File: src/rtl/voice_mixer.sv
// Per-sample three-voice mixer: scales each voice by its envelope through one
// shared multiplier and splits the results into filtered and direct mixes.
module voice_mixer #(
  parameter int unsigned CLK_DIV = 64
) (
  input  logic        clk,
  input  logic        rst_n,
  input  logic [23:0] voice_wave,
  input  logic [23:0] voice_env,
  input  logic [3:0]  filt,
  input  logic        voice3off,
  output logic [7:0]  filt_sample,
  output logic        filt_valid,
  output logic [7:0]  direct_sample,
  output logic        busy
);

  localparam int unsigned DW = (CLK_DIV > 1) ? $clog2(CLK_DIV) : 1;

  typedef enum logic [2:0] {
    IDLE  = 3'd0,
    LATCH = 3'd1,
    V0    = 3'd2,
    V1    = 3'd3,
    V2    = 3'd4,
    DONE  = 3'd5
  } state_t;

  state_t state, state_next;

  logic [DW-1:0] div_cnt;
  logic          tick;

  logic [23:0]   wave_l;
  logic [23:0]   env_l;
  logic [2:0]    filt_l;
  logic          v3off_l;
  logic signed [10:0] facc;
  logic signed [10:0] dacc;

  logic [7:0]    sel_wave;
  logic [7:0]    sel_env;
  logic          sel_route;
  logic          sel_mute;
  logic signed [8:0]  s;
  logic signed [8:0]  env_s;
  logic signed [17:0] prod;
  logic signed [10:0] v;

  // Saturate to signed 8-bit, then offset-binary by flipping the sign bit.
  function automatic logic [7:0] to_sample(input logic signed [10:0] a);
    if (a > 11'sd127)
      return 8'hFF;
    else if (a < -11'sd128)
      return 8'h00;
    else
      return {~a[7], a[6:0]};
  endfunction

  always_ff @(posedge clk or negedge rst_n) begin
    if (!rst_n)
      div_cnt <= '0;
    else if (div_cnt == DW'(CLK_DIV - 1))
      div_cnt <= '0;
    else
      div_cnt <= div_cnt + 1'b1;
  end

  assign tick = (div_cnt == DW'(CLK_DIV - 1));

  always_ff @(posedge clk or negedge rst_n) begin
    if (!rst_n)
      state <= IDLE;
    else
      state <= state_next;
  end

  always_comb begin
    state_next = state;
    busy       = 1'b1;
    case (state)
      IDLE: begin
        busy = 1'b0;
        if (tick)
          state_next = LATCH;
      end
      LATCH:   state_next = V0;
      V0:      state_next = V1;
      V1:      state_next = V2;
      V2:      state_next = DONE;
      DONE:    state_next = IDLE;
      default: state_next = IDLE;
    endcase
  end

  always_comb begin
    sel_wave  = '0;
    sel_env   = '0;
    sel_route = 1'b0;
    sel_mute  = 1'b0;
    case (state)
      V0: begin
        sel_wave  = wave_l[7:0];
        sel_env   = env_l[7:0];
        sel_route = filt_l[0];
      end
      V1: begin
        sel_wave  = wave_l[15:8];
        sel_env   = env_l[15:8];
        sel_route = filt_l[1];
      end
      V2: begin
        sel_wave  = wave_l[23:16];
        sel_env   = env_l[23:16];
        sel_route = filt_l[2];
        sel_mute  = v3off_l;
      end
      default: ;
    endcase
  end

  // Single shared multiplier; the arithmetic shift by 8 floors toward -inf.
  assign s     = $signed({1'b0, sel_wave}) - 9'sd128;
  assign env_s = $signed({1'b0, sel_env});
  assign prod  = s * env_s;
  assign v     = {prod[17], prod[17:8]};

  always_ff @(posedge clk or negedge rst_n) begin
    if (!rst_n) begin
      wave_l        <= '0;
      env_l         <= '0;
      filt_l        <= '0;
      v3off_l       <= 1'b0;
      facc          <= '0;
      dacc          <= '0;
      filt_sample   <= 8'h80;
      direct_sample <= 8'h80;
      filt_valid    <= 1'b0;
    end else begin
      filt_valid <= 1'b0;
      case (state)
        LATCH: begin
          wave_l  <= voice_wave;
          env_l   <= voice_env;
          filt_l  <= filt[2:0];
          v3off_l <= voice3off;
          facc    <= '0;
          dacc    <= '0;
        end
        V0, V1, V2: begin
          if (sel_route)
            facc <= facc + v;
          else if (!sel_mute)
            dacc <= dacc + v;
        end
        DONE: begin
          filt_sample   <= to_sample(facc);
          direct_sample <= to_sample(dacc);
          filt_valid    <= 1'b1;
        end
        default: ;
      endcase
    end
  end

endmodule

File: config.mk
export PLATFORM = sky130hd
export DESIGN_NAME = voice_mixer
export DESIGN_NICKNAME = d
export VERILOG_FILES = /design/src/rtl/voice_mixer.sv
export SDC_FILE = /design/constraint.sdc
export NUM_CORES = 1
export LEC_CHECK = 0
export ABC_AREA = 0
export CORE_ASPECT_RATIO = 0.75
export CORE_UTILIZATION = 35
export DETAILED_ROUTE_END_ITERATION = 12
export PLACE_DENSITY_LB_ADDON = 0.12
export SETUP_SLACK_MARGIN = 0.15
export SLEW_MARGIN = 20
export SYNTH_ARGS = -nofsm -noshare
export SYNTH_HDL_FRONTEND = slang
export SYNTH_SLANG_ARGS = --single-unit
export TNS_END_PERCENT = 30
File: constraint.sdc
create_clock -name clk -period 6.8 [get_ports clk]
set_input_delay 0.68 -clock clk [delete_from_list [all_inputs] [get_ports clk]]
set_output_delay 0.68 -clock clk [all_outputs]
set_load 0.01 [all_outputs]
==> impl_metrics.env <==
export IMPL_cts_tree="yes"
export IMPL_synthTopCellsByArea="dfrtp_1 (32%), fa_1 (15%), nand2_1 (12%), ha_1 (8.7%), inv_1 (4.8%)"
export IMPL_place_congestion=0.791
export IMPL_p_total_w=0.00118
export IMPL_yosysMostFrequentCell="nand2_1"
export IMPL_coreArea_sq_um=21200
export IMPL_status="completed"
export IMPL_p_leak_nw=5.03
export IMPL_fin_nets=1234
export IMPL_final_max_slew_violation_count=0
export IMPL_grtUsageTotal_pct=18.3
export IMPL_vias=6157
export IMPL_rr_startpoint="state[0]"
export IMPL_rows=46
export IMPL_floorplan_initialDensity_pct=35.8
export IMPL_startpoint="state[0]"
export IMPL_die_h_um=130
export IMPL_hold_buffers=0
export IMPL_synth_top_area_share_pct=32.3
export IMPL_slew_headroom_pct=52.9
export IMPL_grt_pass1_wl_um=31700
export IMPL_final_util_pct=49.0
export IMPL_clockBufferDepth=2
export IMPL_synthDistinctLibCells=50
export IMPL_drt_first_pass_iters=5
export IMPL_io_pins=73
export IMPL_cts_clk_slew_worst_paths_ps=80
export IMPL_rsz0062_at_grt="yes"
export IMPL_critPathArrivalTime_ps=7070
export IMPL_synth_area_leader_cell="dfrtp_1"
export IMPL_drv_cap=0
export IMPL_fin_crit_sh_pct=99.8
export IMPL_drtIter0Drc=289
export IMPL_hpwl_um=14300
export IMPL_async_flop_share_pct=100
export IMPL_cts_root_buffer="clkbuf_16"
export IMPL_cts_buffers=9
export IMPL_wl_per_cell_um=13.6
export IMPL_worst_setup_path_end_kind="flip-flop"
export IMPL_yosys_register_bits=100
export IMPL_worstPathRequired_ps=7080
export IMPL_die_area_sq_um=22300
export IMPL_setup_viol=0
export IMPL_critPathMaxStageDelay_ps=510
export IMPL_clkSinkCount=100
export IMPL_crit_path_max_fanout=6
export IMPL_synthCells=874
export IMPL_syn2layout_area_growth_pct=37.1
export IMPL_worst_pin_slew_ps=706
export IMPL_htree_levels=3
export IMPL_ant_nets=0
export IMPL_wl_um=18500
export IMPL_power_density_nw_per_um2=113
export IMPL_dr_max_layer_used="met4"
export IMPL_worstSetupStartpointType="flip-flop"
export IMPL_grt_max_degree=63
export IMPL_wl_met2_um=7900
export IMPL_syn_area_per_cell_sq_um=8.69
export IMPL_dpl_cell_area_sq_um=9630
export IMPL_worst_path_max_delay_cell="fa_1"
export IMPL_grt_pass1_vias=6236
export IMPL_crit_top_cell="fa_1"
export IMPL_hold_slack_ps=372
export IMPL_worst_hold_path_type="in -> async"
export IMPL_viasPerCell=4.52
export IMPL_drc=0
export IMPL_insertedDiodeCount=0
export IMPL_m1WireLength_um=9800
export IMPL_antenna_found_initial=0
export IMPL_final_area_sq_um=10400
export IMPL_yosysWarnings=0
export IMPL_gr_total_overflow=0
export IMPL_synth_common_cells="nand2_1 (242), dfrtp_1 (98), inv_1 (98)"
export IMPL_syn_nets=1039
export IMPL_clock_latency_ps=360
export IMPL_synth_seq_area_share_pct=33.0
export IMPL_drive_gt1_share_pct=22.3
export IMPL_ys_flop_type="dfrtp_1"
export IMPL_synth_enable_flop_cells=0
export IMPL_ir_drop_uv=87.7
export IMPL_hold_violations=0
export IMPL_max_freq_ghz=0.147
export IMPL_path_class="reg -> reg"
export IMPL_fin_crit_ps=6790
export IMPL_syn_area_sq_um=7600
export IMPL_route_met3_wl_um=615
export IMPL_fin_skew_ps=10.4
export IMPL_fp_dieW_um=172
export IMPL_io_buffers=71
final cells by class:
cell class              instances  area [sq um]
inverters                      98           368
flip-flops and latches        100          2510
well taps                     288           360
clock inverters                 7          81.3
clock buffers                   9           225
repair buffers                213          1880
multi-input cells             647          5000
fillers                      2051         10800
worst paths after layout:
path | endpoint | slack, ps | depth (start not counted)
worst min-delay path | div_cnt[2] | 370 | 1
worst max-delay path | facc[10] | 10 | 34
min in group clk | direct_sample[2] | 460 | 2
max in group asynchronous | env_l[21] | 5360 | 2
worst max register to register | facc[10] | 10 | 34
worst min register to register | direct_sample[2] | 460 | 2
cell families (layout without fill, tap and decap cells):
family / count (synthesis) / count (layout) / synth area share (%)
muxes: 18 / 18 / 2.37
and+or+nand+nor: 358 / 358 / 19.5
AOI/OAI and AO/OA: 128 / 128 / 11.1
buffers and inverters: 127 / 327 / 6.49
DFF: 100 / 100 / 33.0
xor gates and xnor gates: 33 / 33 / 3.80
adders and majority gates: 110 / 110 / 23.7
worst max-delay path, delay by kind of cell, from the launching register on:
kind,cells,cell delay [ps]
muxes,1,90
buffers and inverters,7,680
DFF,1,480
adders and majority gates,6,2440
and+or+nand+nor,6,700
xor gates and xnor gates,2,290
AOI/OAI and AO/OA,12,2010
routing by layer:
| layer | global-route usage, % | vias up |
|---|---|---|
| met2 | 28.2 | 102 |
| met5 | 0 | - |
| li1 | - | 3217 |
| met1 | 27.0 | 2821 |
| met4 | 3.75 | 0 |
| met3 | 2.93 | 17 |
registers in the layout, summed over array words and instances (netlist names), 3 cells and up:
register       flops
filt_sample        8
dacc              11
facc              11
div_cnt            6
filt_l             3
direct_sample      8
wave_l            24
env_l             24
state              3
cells in the final DEF (no fill, tap or decap), types with 4 or more instances in the layout:
master	count
a21o_1	13
a21oi_1	18
a21oi_2	5
a22o_1	6
buf_12	5
buf_4	132
buf_6	5
clkbuf_16	9
clkdlybuf4s50_1	70
dfrtp_1	96
fa_1	57
ha_1	43
ha_4	9
inv_1	90
inv_2	8
mux2i_1	16
nand2_1	230
nand2_2	9
nand2b_1	4
nand3_1	19
nor2_1	54
nor2_2	5
nor3_1	11
o21a_1	9
o21ai_0	31
o21ai_1	4
o21ai_4	6
o21bai_1	8
o31ai_1	4
xnor2_1	21
xnor2_2	4
xor2_1	7
repair_timing:
action	4_1_cts	5_1_grt
buffers inserted	19	2
cloned	1	0
gates resized for setup	54	11
endpoints found under the setup margin	6	9
pin swaps	33	12
through the flow:
| stage | cells | TNS [ps] | setup WS [ps] |
|---|---|---|---|
| after global routing | 1362 | -1040 | -353 |
| after global placement | 1324 | -518 | -284 |
| after floorplan | 874 | 0 | 126 |
| after detailed placement | 1324 | -669 | -373 |
| after CTS | 1360 | 0 | 21.1 |
| final | 1362 | 0 | 11.2 |
power by group:
| part | switching (W) | internal [W] | total, W |
|---|---|---|---|
| logic | 0.0000163 | 0.0000269 | 0.0000432 |
| registers | 0 | 0.000594 | 0.000594 |
| clock network | 0.000249 | 0.000292 | 0.000540 |
(Power assumes the default switching activity.)
